[src/rtl/seq_scan_ctrl.sv]
// Round-robin scheduler that shares one serial sequence detector between two requesters.
// It shifts each granted word into the detector MSB-first and counts the detector's z pulses.
//   state  | meaning
//   IDLE   | arbitrate; grant latches word and id
//   CLR    | detector held in reset, bit index loaded
//   SHIFT  | one bit per cycle to det_x, count det_z
//   REPORT | done strobe with final count and id
module seq_scan_ctrl #(
  parameter int WIDTH = 8,
  parameter int CW    = 4
) (
  input  logic             clk,
  input  logic             reset,
  input  logic             req0,
  input  logic [WIDTH-1:0] data0,
  input  logic             req1,
  input  logic [WIDTH-1:0] data1,
  output logic             gnt0,
  output logic             gnt1,
  output logic             det_rst,
  output logic             det_x,
  input  logic             det_z,
  output logic             busy,
  output logic             done,
  output logic             done_id,
  output logic [CW-1:0]    hit_cnt
);

  localparam int IW = (WIDTH > 1) ? $clog2(WIDTH) : 1;

  typedef enum logic [1:0] {IDLE, CLR, SHIFT, REPORT} state_t;

  state_t           state_q, state_d;
  logic [WIDTH-1:0] sh_q, sh_d;
  logic [IW-1:0]    idx_q, idx_d;
  logic [CW-1:0]    cnt_q, cnt_d;
  logic [CW-1:0]    hit_q, hit_d;
  logic             id_q, id_d;
  logic             last_q, last_d;
  logic             done_id_q, done_id_d;
  logic             pick1;

  always_ff @(posedge clk or posedge reset) begin
    if (reset) begin
      state_q   <= IDLE;
      sh_q      <= '0;
      idx_q     <= '0;
      cnt_q     <= '0;
      hit_q     <= '0;
      id_q      <= 1'b0;
      last_q    <= 1'b1;
      done_id_q <= 1'b0;
    end else begin
      state_q   <= state_d;
      sh_q      <= sh_d;
      idx_q     <= idx_d;
      cnt_q     <= cnt_d;
      hit_q     <= hit_d;
      id_q      <= id_d;
      last_q    <= last_d;
      done_id_q <= done_id_d;
    end
  end

  always_comb begin
    state_d   = state_q;
    sh_d      = sh_q;
    idx_d     = idx_q;
    cnt_d     = cnt_q;
    hit_d     = hit_q;
    id_d      = id_q;
    last_d    = last_q;
    done_id_d = done_id_q;
    gnt0      = 1'b0;
    gnt1      = 1'b0;
    det_x     = 1'b0;
    done      = 1'b0;
    // On contention the requester not served last wins.
    pick1     = req1 & (~req0 | ~last_q);
    case (state_q)
      IDLE: begin
        if (!reset && (req0 || req1)) begin
          gnt0    = ~pick1;
          gnt1    = pick1;
          sh_d    = pick1 ? data1 : data0;
          id_d    = pick1;
          cnt_d   = '0;
          state_d = CLR;
        end
      end
      CLR: begin
        idx_d   = IW'(WIDTH - 1);
        state_d = SHIFT;
      end
      SHIFT: begin
        det_x = sh_q[WIDTH-1];
        sh_d  = {sh_q[WIDTH-2:0], 1'b0};
        if (det_z && (cnt_q != '1)) cnt_d = cnt_q + 1'b1;
        if (idx_q == '0) begin
          // Capture the result now so it is already valid during REPORT.
          hit_d     = cnt_d;
          done_id_d = id_q;
          state_d   = REPORT;
        end else begin
          idx_d = idx_q - 1'b1;
        end
      end
      REPORT: begin
        done    = 1'b1;
        last_d  = id_q;
        state_d = IDLE;
      end
      default: state_d = IDLE;
    endcase
  end

  assign busy    = (state_q != IDLE);
  assign det_rst = reset | (state_q == CLR);
  assign hit_cnt = hit_q;
  assign done_id = done_id_q;

endmodule

[config.mk]
export PLATFORM = sky130hd
export DESIGN_NAME = seq_scan_ctrl
export DESIGN_NICKNAME = d
export VERILOG_FILES = /design/src/rtl/seq_scan_ctrl.sv
export SDC_FILE = /design/constraint.sdc
export NUM_CORES = 1
export LEC_CHECK = 0
export CAP_MARGIN = 5
export CORE_MARGIN = 2
export CORE_UTILIZATION = 39
export DETAILED_ROUTE_END_ITERATION = 6
export GPL_ROUTABILITY_DRIVEN = 0
export HOLD_SLACK_MARGIN = 0.05
export PLACE_DENSITY = 0.69
export SYNTH_ARGS = -nofsm -noshare
export SYNTH_HDL_FRONTEND = slang
export SYNTH_SLANG_ARGS = --single-unit
[constraint.sdc]
create_clock -name clk -period 3.55 [get_ports clk]
set_input_delay 0.71 -clock clk [delete_from_list [all_inputs] [get_ports clk]]
set_output_delay 0.71 -clock clk [all_outputs]
set_load 0.01 [all_outputs]
# Yosys cells after proc, flatten, opt, wreduce, memory -nomap -nowiden
# Index checks and enable logic that the tools add are counted.
word_totals:
  regBits: 24
  in_bits: 21
  output_inout_bits: 11
  word_cells: 54
op_classes:
  add_sub_neg: 2
  n_eq_ne: 7
  n_mux: 17
  n_bitwise: 6
  n_reduce_logical: 14
ops:
  columns: ["operator", "count"]
  rows:
  - ["$mux W8", 2]
  - ["$pmux W8 S2", 1]
  - ["$reduce_and A2 Y1", 5]
  - ["$mux W4", 2]
  - ["$pmux W2 S4", 1]
  - ["$pmux W4 S2", 1]
  - ["$mux W1", 6]
  - ["$ne A2 B2 Y1 const B", 3]
  - ["$pmux W3 S2", 1]
  - ["$reduce_bool A2 Y1", 3]
  - ["$add A4 B1 Y4 const B", 1]
  - ["$eq A2 B2 Y1 const B", 2]
  - ["$mux W2", 2]
  - ["$ne A4 B4 Y1 const B", 1]
  - ["$logic_not A3 Y1", 1]
  - ["$mux W3", 1]
  - ["$not A1 Y1", 3]
  - ["$sub A3 B1 Y3 const B", 1]
  - ["$eq A2 B1 Y1 const B", 1]
  - ["$logic_and A1 B1 Y1", 2]
  - ["$logic_not A2 Y1", 1]
  - ["$or A1 B1 Y1", 2]
  - ["$and A1 B1 Y1", 1]
  - ["$logic_not A1 Y1", 1]
  - ["$logic_or A1 B1 Y1", 1]

# Longest topological paths before layout
# Gate-level depths: netlist of run 1.
depth:
  word_depth: 6
  depth_mapped: 7
  depth_no_buf: 6

# Worst setup path before layout of run 1
# OpenSTA, ideal clock, no wires.
synth_timing:
  path_kind: "reg2out"
  startpoint: "register state_q[0]"
  endpoint: "output port det_x"
  arrival_time_ns: 1.338
  slack_ns: 1.502
  stages_incl_launch_ff: 6
  n_path_buf: 2
  cell_sequence: "dfrtp_1 inv_1 ha_1 buf_2 clkbuf_1 and2_1"
synth_via:
  elab_chain_cells: 2
synth_lines:
  columns: ["item", "line", "source"]
  rows:
  - ["start, declared", "33", "state_t state_q, state_d;"]
  - ["start signal, assigned", "54", "state_q <= state_d;"]
  - ["$eq A2 B2 Y1", "80", "case (state_q)"]
  - ["$mux W1", "80", null]
  - ["end, declared", "21", "output logic det_x,"]
# No other way between the ends.

# Worst setup path after layout of run 1
layout_timing:
  startpoint: "input port req1"
  endpoint: "output port gnt1"
layout_via:
  elab_chain_cells: 4
layout_lines:
  columns: ["item", "line", "source"]
  rows:
  - ["start, declared", "16", "input logic req1,"]
  - ["$logic_or A1 B1 Y1", "82", "if (!reset && (req0 || req1)) begin"]
  - ["$logic_and A1 B1 Y1", "82", null]
  - ["$mux W1 *", "82", null]
  - ["$mux W1 *", "80", null]
  - ["end, declared", "19", "output logic gnt1,"]
# Every way passes the cells marked *; elsewhere a longest branch is shown, timed or not.

==> impl_results.md, run 1 <==
- Ratio of cells with drive above 1 in the final layout: 0.114
- Leakage: 0.794 nW
- Fmax: roughly 330 MHz
- Overall power: roughly 0.0012 W
- Post-synth top area share: 0.429
- Die H: between 60 and 70 um
- Largest net degree at the start of global routing: 25
- Most common cell after layout, fill and taps aside: clkdlybuf4s50_1
- Wirelength, routed: 2560 um
- Post CTS Setup Buffer Count: 0
- PortBufs: 31
- Inst Count DP: 209
- Routed wire per std cell: between 10 and 15 um
- Combinational family with the most area after synthesis: compound AO/OA/AOI/OAI gates
- CP Capture Type: output port
- Fin crit share: 0.845
- Final hold violations: 0
- Drt via density: 4.88
- DIE AREA: 3930 sq um
- Synth Area in XOR/XNOR: 0.0130
- Kind of critical path: input port to output port
- Core area: approximately 3300 sq um
- DR DRC count: 0
- Multiplexer share of the synthesized area: 0.137
- Sequential cell area fraction in the yosys report: 0.448
- MaxCap Viol Count: 0
- GRT Overall Usage: 0.144
- Clk slew on worst S/H paths: around 0.13 ns
- Final setup violation count: 0
- Max-slew violations: 0
- Period minus WS final: approximately 3 ns
- Area grow syn2layout: 31.1%
- Post-DP HPWL: 1990 um
- Largest cells by area after synthesis: dfrtp_1 (43%), mux2i_1 (6.7%), ha_1 (6.5%)
- Routed via count: 1,039
- Initial antenna violation count: 0
- Worst vdd ir: 0.000382 V
- Synth area leader: dfrtp_1
- DRT iter0 DRCs: 43
- Mapped Nets: roughly 160
- Ant. Diodes: 0
- Slew HR: 0.542
- Gr busiest metal: met2
- Clk sinks: 24
- YS warnings: 0
- Pre-antenna DRT Iters: 4
- Adder-Cell Fraction of Synth Area: 0.0652
- CTS Buf Count: 3
- Clk_lat worst skew: 0.32 ns
- Worst EP arrival: 2.29 ns
- Root Buffer Master: clkbuf_4
- Met2 Track Usage GR: 0.242
- Resized Gates After CTS: 0
- Die width: 62.7 um
- Required time of the critical path: 2.84 ns
- Power Density: about 700 nW/um^2
- Fin nets: 196
- Compound-gate portion of the synthesized area: 0.157
- Cell count after synthesis: 133
- Hold-fix buffers at CTS: 0
- Crit-path max FO: 9
- Non-filler instance count after layout: 213
- Global-route wire length before repair: roughly 4500 um
- Setup TNS: 0 ns
- Hold Crit Class: flip-flop to flip-flop
- M3 GR Usage: 0.0198
- # IOs: 32
- Final hold slack: between 0.4 and 0.5 ns
- Layout Skew: 0.000892 ns
- Startpoint types: input port
- Met1 usage: 0.176
- Row cnt: 21
- Clk buf depth: 2
- GR Overflow Total: 0
- Initial core utilization: 0.406
- Outcome: complete, no violations
- Final ANT Viol Nets: 0
- Synth Area in Simple Gates: 0.133
- Worst Tran Pin Value: 0.668 ns
- Cell Area, Synth: roughly 1300 sq um
- RSZ-0062 raised after global routing: no
- Distinct cells, synth: 39
- Htree depth: 1
- Commonest cells after routing, fill and taps aside: clkdlybuf4s50_1 (31), dfrtp_1 (23), nand2_1 (16)
- Vias in the first global route: 1,046
- Syn avg cell area: 10.1 sq um
- TritonCTS clock tree: built
- FF+latch count, synth: 24
[metal layers]
metal | vias up | wire (um)
li1 | 535 | -
met1 | 481 | 1190
met2 | 19 | 1250
met3 | 4 | 69
met4 | 0 | 46
met5 | - | 0
[sequential cells by signal, indices dropped and copies added (netlist names)]
name     flops
state_q      2
cnt_q        4
hit_cnt      4
idx_q        3
last_q       1
done_id      1
sh_q         8
id_q         1
[synthesized netlist by cell type]
| cell type | n |
|---|---|
| dfrtp_1 | 23 |
| nand2_1 | 16 |
| o21ai_0 | 11 |
| inv_1 | 10 |
| mux2i_1 | 9 |
| ha_1 | 7 |
| mux2_2 | 7 |
| nor2_1 | 5 |
| nor3_1 | 5 |
| a21oi_1 | 4 |
| nand2b_1 | 3 |
| a21o_1 | 2 |
| buf_2 | 2 |
| nand3_1 | 2 |
| o22a_1 | 2 |
| o31ai_1 | 2 |
| a21bo_1 | 1 |
| a21boi_0 | 1 |
| a2bb2oi_1 | 1 |
| a31oi_1 | 1 |
| and2_1 | 1 |
| buf_6 | 1 |
| clkbuf_1 | 1 |
| dfstp_2 | 1 |
| mux2_4 | 1 |
| nand3b_1 | 1 |
| nand4_1 | 1 |
| nor2b_1 | 1 |
| nor3b_1 | 1 |
| o21ai_1 | 1 |
| o21ba_2 | 1 |
| o221a_1 | 1 |
| o221a_2 | 1 |
| o2bb2ai_1 | 1 |
| o32ai_1 | 1 |
| or2_2 | 1 |
| or3_1 | 1 |
| xnor2_1 | 1 |
| xor2_1 | 1 |
[power by group]
| group | leakage (nW) | switching (W) | internal (W) | total [W] |
|---|---|---|---|---|
| Sequential | 0.293 | 0.0000741 | 0.000388 | 0.000462 |
| Clock | 0.0279 | 0.0000839 | 0.000114 | 0.000198 |
| Combinational | 0.473 | 0.000283 | 0.000297 | 0.000580 |
| Total | 0.794 | 0.000441 | 0.000799 | 0.00124 |
[cell type report]
type | count | area [sq um]
clock buffers | 3 | 22.5
fillers | 321 | 1550
multi-input cells | 95 | 678
repair buffers | 34 | 333
inverters | 10 | 37.5
well taps | 46 | 57.6
flip-flops and latches | 24 | 602
clock inverters | 1 | 30.0
[cell families (layout without fill, tap and decap cells)]
family / count (synthesis) / in the layout
AO/OA/AOI/OAI: 31 / 31
XOR/XNOR: 2 / 2
flip-flops: 24 / 24
multiplexers: 17 / 17
buffers and inverters: 14 / 48
adder cells (fa/ha/maj): 7 / 7
AND/OR/NAND/NOR: 38 / 38
[worst paths after layout]
kind	start	to	slack (ns)	cells past startpoint
min	hit_cnt[2]$_DFFE_PP0P_	hit_cnt[2]$_DFFE_PP0P_	0.49	2
max reg2reg	state_q[0]$_DFFE_PP0P_	sh_q[7]$_DFFE_PP0P_	1.28	7
min reg2reg	hit_cnt[2]$_DFFE_PP0P_	hit_cnt[2]$_DFFE_PP0P_	0.49	2
max in group asynchronous	reset	last_q$_DFFE_PP1P_	2.46	3
min in group asynchronous	reset	state_q[0]$_DFFE_PP0P_	0.81	3
max	req1	gnt1	0.55	4
[worst max-delay path: stages]
cell	delay [ns]
clkdlybuf4s50_1	0.51
a21bo_1	0.36
nor2_1	0.14
clkdlybuf4s50_1	0.57
[stage by stage]
stage,instance area (sq um),setup slack (ns),util
after floorplan,1340,1.50,-
after global placement,1710,0.600,0.516
after detailed placement,1710,0.549,0.516
after CTS,1760,0.556,0.532
after global routing,1760,0.458,0.532
final,1760,0.550,0.532
Note: power is estimated with default switching activity, not from simulation.
==> run 2: changes to the inputs <==
PLACE_DENSITY = 0.72   (was 0.69)
clock period = 2.62 ns   (was 3.55 ns; I/O delays follow)
==> run 2 against run 1 <==
Count of clock-buffer cells in the layout unchanged. Non-clock buffer count increased by 2. Routed wire length increased by 10%. Cell count increased by 0.94%. Combinational power increased by 48%. Sequential share of layout area decreased by 0.62 points. Via count increased by 5.6%. Die area unchanged. Setup slack got worse by 0.47 ns. Power increased by 42%. First-iteration DRC count decreased by 53%. Largest cell class unchanged. Highest routed layer unchanged.
==> impl_results.md, run 2 (synthesis results as in run 1) <==
- Wirelength, routed: 2810 um
- Leakage: 0.805 nW
- DR DRC count: 0
- DIE AREA: approximately 3900 sq um
- Crit path largest cell delay: 0.58 ns
- Final hold violations: 0
- Fmax: 393 MHz
- Slew HR: 0.669
- Hold Crit Class: flip-flop to flip-flop
- Worst EP arrival: 2.02 ns
- Commonest cells after routing, fill and taps aside: clkdlybuf4s50_1 (31), dfrtp_1 (23), nand2_1 (16)
- Most common cell after layout, fill and taps aside: clkdlybuf4s50_1
- Clk buf depth: 2
- Routed via count: 1,097
- TritonCTS clock tree: built
- GRT Overall Usage: 0.139
- Overall power: 0.00176 W
- Critical Path Stages: 5
- Largest register FFs: 8
- Hold path startpoint: sh_q[3]$_DFFE_PP0P_
- Worst-path cell chain: inv_1, ha_4, nand2b_1, nor3_2, clkdlybuf4s50_1
- Ant. Diodes: 0
- Cell count of the worst hold path: 2
- Largest net degree at the start of global routing: 25
- Crit-path max FO: 5
- # IOs: 32
- Area grow syn2layout: 33.6%
- Drt via density: 5.10
- Final hold slack: 0.496 ns
- CP Launch Point: state_q[0]$_DFFE_PP0P_
- CP bufs+invs: 2
- Pre-antenna DRT Iters: 7
- DRT iter0 DRCs: 20
- Final setup violation count: 0
- Uppermost layer routed: met4
- Outcome: complete, no violations
- Clk slew on worst S/H paths: around 0.13 ns
- Post-Route M1 WL: 1200 um
- Fin crit share: 0.971
- Initial core utilization: 0.406
- MaxCap Viol Count: 0
- CP Capture Type: output port
- PortBufs: 31
- Hold-fix buffers at CTS: 0
- Layout Skew: 0.0179 ns
- Routed wire per std cell: ~13 um
- Final ANT Viol Nets: 0
- Fin nets: 198
- Global-route wire length before repair: 4410 um
- WL met2: ~1500 um
- R2r worst-path depth: 7
- GR Overflow Total: 0
- Worst vdd ir: 0.000449 V
- Period minus WS final: 2.54 ns
- Post-DP Area: between 1500 and 2000 sq um
- Clk_lat worst skew: 0.33 ns
- Die H: 62.7 um
- Worst Tran Pin Value: 0.493 ns
- Row cnt: 21
- Kind of critical path: flip-flop to output port
- Worst reg2reg startpoint: state_q[0]$_DFFE_PP0P_
- Required time of the critical path: 2.10 ns
- Slowest CP cell: clkdlybuf4s50_1
- Vias in the first global route: 1,061
- Finished Cell Area: 1790 sq um
- Power Density: 980 nW/um^2
- Ratio of cells with drive above 1 in the final layout: 0.136
- CTS Buf Count: 3
- Post-DP HPWL: 2100 um
- Root Buffer Master: clkbuf_4
- Startpoint types: flip-flop
- Initial antenna violation count: 0
- Max-slew violations: 0
- Die width: 62.7 um
- Htree depth: 1
- Core area: approximately 3300 sq um
- Reg with most FFs: sh_q
- Clk sinks: 24
- CP delay by family, top: buffers and inverters
- DR WL met3: 108 um
## run 2: cell count changes in the layout (fill, tap and decap cells not counted), sizes merged
cell,before,now
buf,3,5
## run 2: path summary, 6_finish.rpt
check	end	slack [ns]
worst max-delay path	gnt0	0.08
worst min-delay path	sh_q[3]$_DFFE_PP0P_	0.50
worst max register to register	sh_q[6]$_DFFE_PP0P_	0.71
worst min register to register	sh_q[3]$_DFFE_PP0P_	0.50
max in group asynchronous	last_q$_DFFE_PP1P_	1.67
min in group asynchronous	sh_q[6]$_DFFE_PP0P_	0.65
## run 2: cell type report
type	instances	area [sq um]
clock inverters	1	30.0
inverters	10	37.5
fillers	313	1520
clock buffers	3	22.5
flip-flops and latches	24	602
well taps	46	57.6
repair buffers	36	348
multi-input cells	95	696
## run 2: where the power goes
| part | internal [W] | switching (W) |
|---|---|---|
| Sequential | 0.000525 | 0.000102 |
| Combinational | 0.000440 | 0.000418 |
| Clock | 0.000155 | 0.000118 |
| Total | 0.00112 | 0.000638 |
## run 2: worst min-delay path: stages, from the launching register on
cell     delay (ns)
dfrtp_1        0.36
nand2_1        0.05
o21ai_0        0.06
## run 2: timing repair
action                     4_1_cts  5_1_grt
resized for setup                1        2
setup endpoints to repair        1        1
setup buffers                    0        0
## run 2: per-layer routing
layer	vias to the layer above	GRT usage
met3	2	0.0378
met2	26	0.262
met5	-	0
li1	540	-
met4	0	0.0250
met1	529	0.158
## run 2: through the flow
stage	TNS, ns	setup slack [ns]	utilization	cells
3_3_place_gp	0	0.0747	0.520	211
6_report	0	0.0755	0.542	215
4_1_cts	0	0.00199	0.537	215
2_1_floorplan	0	0.758	-	133
5_1_grt	-0.0189	-0.0189	0.542	215
3_5_place_dp	0	0.0457	0.520	211
